### config.mk
export PLATFORM = sky130hd
export DESIGN_NAME = opcode_frame_tx
export DESIGN_NICKNAME = d
export VERILOG_FILES = /design/src/rtl/opcode_frame_pkg.sv /design/src/rtl/opcode_frame_tx_hold_buf.sv /design/src/rtl/opcode_frame_tx.sv
export SDC_FILE = /design/constraint.sdc
export NUM_CORES = 1
export LEC_CHECK = 0
export ABC_AREA = 1
export CORE_ASPECT_RATIO = 0.9
export CORE_UTILIZATION = 55
export CTS_BUF_LIST = sky130_fd_sc_hd__clkbuf_4 sky130_fd_sc_hd__clkbuf_8
export CTS_CLUSTER_SIZE = 10
export DETAILED_ROUTE_END_ITERATION = 8
export GPL_ROUTABILITY_DRIVEN = 0
export PLACE_DENSITY = 0.91
export SETUP_SLACK_MARGIN = 0.02
export SLEW_MARGIN = 20
export SYNTH_ARGS = -nofsm -noshare
export SYNTH_HDL_FRONTEND = slang
export SYNTH_SLANG_ARGS = --single-unit
### constraint.sdc
create_clock -name clk -period 2.25 [get_ports clk]
set_clock_uncertainty 0.1 [all_clocks]
set_input_delay 0.3375 -clock clk [delete_from_list [all_inputs] [get_ports clk]]
set_output_delay 0.3375 -clock clk [all_outputs]
set_load 0.005 [all_outputs]
### src/rtl/opcode_frame_pkg.sv
// Shared definitions for the opcode nibble link: header nibbles, framer states, frame length.
// Frame length depends on OPCODE_TX_PARITY_EN.
package opcode_frame_pkg;

    localparam logic [3:0] HDR0 = 4'h5;
    localparam logic [3:0] HDR1 = 4'h5;
    localparam logic [3:0] HDR2 = 4'hD;
    localparam logic [3:0] HDR3 = 4'h5;

    typedef enum logic [2:0] {
        ST_IDLE,
        ST_HDR,
        ST_OPH,
        ST_OPL,
        ST_PAR,
        ST_GAP
    } tx_state_e;

`ifdef OPCODE_TX_PARITY_EN
    localparam int FRAME_LEN = 7;
`else
    localparam int FRAME_LEN = 6;
`endif

    function automatic logic [3:0] hdr_nibble(input logic [1:0] idx);
        case (idx)
            2'd0:    return HDR0;
            2'd1:    return HDR1;
            2'd2:    return HDR2;
            default: return HDR3;
        endcase
    endfunction

endpackage

### src/rtl/opcode_frame_tx_hold_buf.sv
// One-byte holding buffer in front of the framer; the engine empties it with take.
module opcode_hold_buf (
    input  logic       clk,
    input  logic       rst,
    input  logic [7:0] din,
    input  logic       din_vld,
    input  logic       take,
    output logic       din_rdy,
    output logic       hold_full,
    output logic [7:0] hold_data
);

    // take and an accept are mutually exclusive: take needs a full buffer, accept an empty one
    assign din_rdy = ~hold_full & ~rst;

    always_ff @(posedge clk) begin
        if (rst) begin
            hold_full <= 1'b0;
            hold_data <= 8'h00;
        end else if (take) begin
            hold_full <= 1'b0;
        end else if (din_vld && din_rdy) begin
            hold_full <= 1'b1;
            hold_data <= din;
        end
    end

endmodule

### src/rtl/opcode_frame_tx.sv
// Nibble-stream framer: 5,5,D,5, opcode high, opcode low [, parity], then GAP idle cycles.
// Optional parity nibble enabled by defining OPCODE_TX_PARITY_EN.
//
//   state   | meaning
//   IDLE    | waiting for a byte in the hold buffer
//   HDR     | emitting header nibble hdr_cnt
//   OPH     | emitting opcode high nibble
//   OPL     | emitting opcode low nibble
//   PAR     | emitting high^low parity nibble (parity builds only)
//   GAP     | dout_vld low, gap_cnt counting down to zero
module opcode_frame_tx #(
    parameter int GAP = 2
) (
    input  logic       clk,
    input  logic       rst,
    input  logic [7:0] din,
    input  logic       din_vld,
    output logic       din_rdy,
    output logic [3:0] dout,
    output logic       dout_vld,
    output logic       busy
);
    import opcode_frame_pkg::*;

    localparam logic [3:0] GAP_LAST = 4'((GAP > 0) ? GAP - 1 : 0);

    tx_state_e  state;
    logic [1:0] hdr_cnt;
    logic [3:0] gap_cnt;
    logic [7:0] op_reg;
    logic       hold_full;
    logic [7:0] hold_data;
    logic       last_data;
    logic       load_now;

    opcode_hold_buf u_hold (
        .clk       (clk),
        .rst       (rst),
        .din       (din),
        .din_vld   (din_vld),
        .take      (load_now),
        .din_rdy   (din_rdy),
        .hold_full (hold_full),
        .hold_data (hold_data)
    );

`ifdef OPCODE_TX_PARITY_EN
    assign last_data = (state == ST_PAR);
`else
    assign last_data = (state == ST_OPL);
`endif

    // Loading straight out of the last data nibble or last gap cycle keeps the period at len+GAP
    assign load_now = hold_full & ((state == ST_IDLE) |
                                   (last_data & (GAP == 0)) |
                                   ((state == ST_GAP) & (gap_cnt == 4'd0)));

    assign busy = (state != ST_IDLE) | hold_full;

    always_ff @(posedge clk) begin
        if (rst) begin
            state    <= ST_IDLE;
            hdr_cnt  <= 2'd0;
            gap_cnt  <= 4'd0;
            op_reg   <= 8'h00;
            dout     <= 4'h0;
            dout_vld <= 1'b0;
        end else begin
            dout     <= 4'h0;
            dout_vld <= 1'b0;
            if (load_now) begin
                state    <= ST_HDR;
                hdr_cnt  <= 2'd0;
                op_reg   <= hold_data;
                dout     <= HDR0;
                dout_vld <= 1'b1;
            end else begin
                case (state)
                    ST_HDR: begin
                        dout_vld <= 1'b1;
                        if (hdr_cnt == 2'd3) begin
                            state <= ST_OPH;
                            dout  <= op_reg[7:4];
                        end else begin
                            hdr_cnt <= hdr_cnt + 2'd1;
                            dout    <= hdr_nibble(hdr_cnt + 2'd1);
                        end
                    end
                    ST_OPH: begin
                        state    <= ST_OPL;
                        dout     <= op_reg[3:0];
                        dout_vld <= 1'b1;
                    end
`ifdef OPCODE_TX_PARITY_EN
                    ST_OPL: begin
                        state    <= ST_PAR;
                        dout     <= op_reg[7:4] ^ op_reg[3:0];
                        dout_vld <= 1'b1;
                    end
                    ST_PAR: begin
                        if (GAP == 0) begin
                            state <= ST_IDLE;
                        end else begin
                            state   <= ST_GAP;
                            gap_cnt <= GAP_LAST;
                        end
                    end
`else
                    ST_OPL: begin
                        if (GAP == 0) begin
                            state <= ST_IDLE;
                        end else begin
                            state   <= ST_GAP;
                            gap_cnt <= GAP_LAST;
                        end
                    end
`endif
                    ST_GAP: begin
                        if (gap_cnt == 4'd0) state <= ST_IDLE;
                        else                 gap_cnt <= gap_cnt - 4'd1;
                    end
                    default: state <= ST_IDLE;
                endcase
            end
        end
    end

endmodule

# After elaboration in Yosys (flattened, before gate mapping)
# Cells that the tools add are included.
# op_classes
add_sub_neg	2
eq_ne	11
n_mux	12
bitwise	9
reduce_logical	12
# op_table
cell	n
one-hot mux 4 bit (2 select lines)	2
2-to-1 mux 4 bit	3
one-hot mux 3 bit (4 select lines)	1
2-to-1 mux 3 bit	3
AND reduction 2 bit	4
== test 3 x 2 -> 1 bit (second input constant)	2
== test 2 bit (second input constant)	2
logical NOT 4 bit	1
inequality test 2 bit (second input constant)	2
NOT 1 bit	4
OR reduction 2 bit	2
subtractor 4 x 1 -> 4 bit (second input constant)	1
bitwise AND 1 bit	3
== test 3 x 1 -> 1 bit (second input constant)	1
== test 3 bit (second input constant)	1
logical NOT 3 bit	1
2-to-1 mux 1 bit	3
inequality test 3 x 2 -> 1 bit (second input constant)	1
inequality test 3 bit (second input constant)	1
AND reduction 3 bit	1
nonzero test 3 bit	1
adder 2 x 1 -> 2 bit (second input constant)	1
inequality test 2 x 1 -> 1 bit (second input constant)	1
OR 1 bit	2
2 further kinds	2
# totals
ff_bits	31
inputBits	11
out_inout_bits	7
wordCells	56

# Depth between registers and ports, before layout
# depth
depth_word	6
depth_mapped	10
mapped_depth_nobuf	10

# Cells and area by module
# A second synthesis with hierarchy kept.
# unflattened
cells_unflattened	223
hier_area_um2	1561.5
# by_module_without_submodules
mod	n_inst	cells_per_inst	area_each_um2	seq_area_each_um2
opcode_frame_tx	1	167	1146.1	440.4
opcode_hold_buf	1	56	415.4	180.2

# Worst setup path before layout
# No wires, ideal clock.
# synth_path
path_type	reg2reg
from	reg gap_cnt[0]
to	reg op_reg[5]
setup_ps	115
arrival_time_ps	1174
required_time_ps	2035
setup_slack_ps	861
stages_incl_launch_ff	11
path_buffers	1
period_less_slack_ps	1389
cell_sequence	dfxtp_1 -> inv_1 -> ha_1 -> nand2_1 -> nor2_1 -> nand2_2 -> nand2_4 -> buf_6 -> nand3b_1 -> nand2_1 -> nor2_1
# synth_via
elab_chain_len	4
# synth_lines
item	line_no	source
from (decl)	opcode_frame_tx.sv:29	logic [3:0] gap_cnt;
from (signal assigned)	opcode_frame_tx.sv:120	else gap_cnt <= gap_cnt - 4'd1;
logical NOT 4 bit	opcode_frame_tx.sv:56	((state == ST_GAP) & (gap_cnt == 4'd0)));
bitwise AND 1 bit	opcode_frame_tx.sv:56	
OR 1 bit	opcode_frame_tx.sv:55	(last_data & (GAP == 0)) |
bitwise AND 1 bit	opcode_frame_tx.sv:54	assign load_now = hold_full & ((state == ST_IDLE) |
to (signal assigned)	opcode_frame_tx.sv:74	op_reg <= hold_data;
to (decl)	opcode_frame_tx.sv:30	logic [7:0] op_reg;
# Every way passes these cells.
# A chain may end at the register's enable or synchronous reset.

# Worst setup path after layout
# layout_path
from	in rst
to	out din_rdy
# layout_via
elab_chain_len	2
# layout_lines
item	line_no	source
from (decl)	opcode_frame_tx.sv:15	input logic rst,
NOT 1 bit	opcode_frame_tx_hold_buf.sv:14	assign din_rdy = ~hold_full & ~rst;
bitwise AND 1 bit	opcode_frame_tx_hold_buf.sv:14	
to (decl)	opcode_frame_tx.sv:18	output logic din_rdy,
# Every way passes these cells.

==> metrics <==
Most Used Layer, Global Route met2; final hold violation count 0; Top FF cell, synth dfxtp_1; Synth Cell Area around 1400 um2; synth unique cells 20; port buffer count 17; total power roughly 0.0014 W; R2R setup slack ~600 ps; CP Max Fanout 7; DR iter-0 viols 30; Placed Cells between 200 and 250; startpoint types input port; CTS H-Tree Depth 2; area of the core 2282 um2; peak supply drop about 580 uV; Routed Wire Length about 2700 um; hold buffers post-CTS 0; M1 GR Usage between 20 and 30%; RSZ-0062 raised after global routing no; GR Overflow Total 0; initial antenna violation count 0; r2r endpoint hdr_cnt[1]; hold crit path type flop to flop; Area after DPL between 1500 and 2000 um2; Max Cap Viol 0; DR vias about 1,300; Area contributors post-synth dfxtp_1 (44%), nand2_1 (13%), nor2_1 (7.3%), a21oi_1 (6.5%), o21ai_0 (5.0%); Routed Antenna Nets 0; Worst-Skew Late Latency approximately 330 ps; CP required between 1500 and 2000 ps; FF-to-FF path depth 9; Die Y ~50 um; worst-margin pin slew 567.3 ps; diode count 0; synth-to-layout area growth 17.20%; Seq cells post-synth 31; Slew Viols, Final 0; outcome finished clean; Initial Utilization 61.18%; P_leak between 0.6 and 0.7 nW; Clock Tree Buf Depth 2; mean post-synth cell area 7.235 um2; Tmin final between 1500 and 2000 ps; post-CTS setup repair buffer count 0; clk sink count 31; WHS Endpoint u_hold.hold_data[0]; ys async rst share 0%; met3 Use GR approximately a tenth; Synth top cells by count nand2_1 (50), dfxtp_1 (31), nor2_1 (27); Root Driver clkbuf_4; Tcrit/Tclk final a little under nine tenths; sequential share of the synthesized area roughly 44%; fin area 1637 um2; largest net degree at the start of global routing 22; vias per inst between 5 and 6; Slew HR 62.14%; synthesized netlist cell count about 190; Die Wd 55.11 um; CTS tree built; top cell type by total area after synthesis dfxtp_1; row cnt 16; FILL cells 182; CTS Buf Count 5; worst hold start u_hold.hold_data[0]; drt pass-1 iters 4; Layout Nets between 200 and 250; first-pass GRT wire length between 4000 and 5000 um; Setup CP Type input port to primary output; CP Capture Type primary output; RR Startpoint gap_cnt[0]; cts repair resizes 0; YS warnings 0; full die area between 2000 and 3000 um2; Synth Net Count about 210; hold depth 2; routed len/inst roughly 11 um; Critical Path AT approximately 1500 ps; final setup vio count 0; # DRC 0; share of layout cells above drive strength 1 8.920%; Total Routing Usage GR between 20% and 30%; Post-synth EDFFs 0; number of global-route vias before repair around 1,200; cell with the most instances after synthesis nand2_1; post-detail-place hpwl 2051 um; Reg clk slew, reported paths roughly 90 ps; final std cells w/o fill 240; Setup TNS 0 ps; P per Cell Area about 830 nW/um2; fmax around 0.52 GHz; Top Ports 18; GR Util met2 39.16%; area fraction of the dominant cell type after synthesis roughly 44%
[routing by layer]
layer | share of wire, % | up-vias | wire [um]
li1 | - | 647 | -
met3 | 5.9 | 6 | 161
met5 | 0 | - | 0
met4 | 2.1 | 0 | 57
met1 | 44 | 559 | 1188
met2 | 48 | 39 | 1304
[cell families after synthesis]
group	synth area share, %
simple gates	32.35
compound gates	12.01
flops	44.44
buf+inv	7.616
fa+ha+maj	3.584
[cell usage in the layout (no fill, tap or decap), types with 2 or more instances in the layout]
cell,instances
buf_4,2
nand3b_1,8
ha_1,4
nor2_1,27
or2_0,2
clkdlybuf4s50_1,17
clkbuf_4,5
o21ai_0,14
dfxtp_1,31
nand2_1,50
nand2_2,5
inv_1,18
a21oi_1,18
nand3_1,4
[through the flow]
stage / hold slack [ps] / setup WS, ps / utilization [%]
after global routing: 405.1 / 255.0 / 71.71
final: 384.3 / 313.1 / 71.71
after detailed placement: 364.2 / 315.4 / 69.24
after floorplan: 306.6 / 861.0 / -
after global placement: 351.2 / 332.4 / 69.24
after CTS: 385.7 / 306.9 / 71.71
[worst max-delay path, stage by stage]
cell and delay (ps):
clkdlybuf4s50_1 520, nor2_1 140, clkdlybuf4s50_1 510
[worst max path at each step]
stage	from	endpoint	slack [ps]	depth (start not counted)
5_1_grt	rst	din_rdy	260	3
6_report	rst	din_rdy	310	3
4_1_cts	rst	din_rdy	310	3
3_3_place_gp	rst	din_rdy	330	3
2_1_floorplan	gap_cnt[0]	op_reg[5]	860	10
3_5_place_dp	rst	din_rdy	320	3
[final cells by class]
cell class                 instances  area (um2)  share of cell area, %
clock buffer                       6       51.30                  3.135
clock inverter                     1       5.005                 0.3058
inverter                          19       71.32                  4.358
multi-input combinational        137       669.4                  40.90
sequential                        31       620.6                  37.92
timing repair buffer              19       185.2                  11.32
tap                               27       33.78                  2.064
[where the power goes]
group | total [W] | switching (W) | internal, W
combinational | 0.000377 | 0.000220 | 0.000157
sequential | 0.000657 | 0.0000402 | 0.000617
clock | 0.000321 | 0.000176 | 0.000144
total | 0.00136 | 0.000436 | 0.000919
No activity file was read; power rests on OpenSTA's default activity.
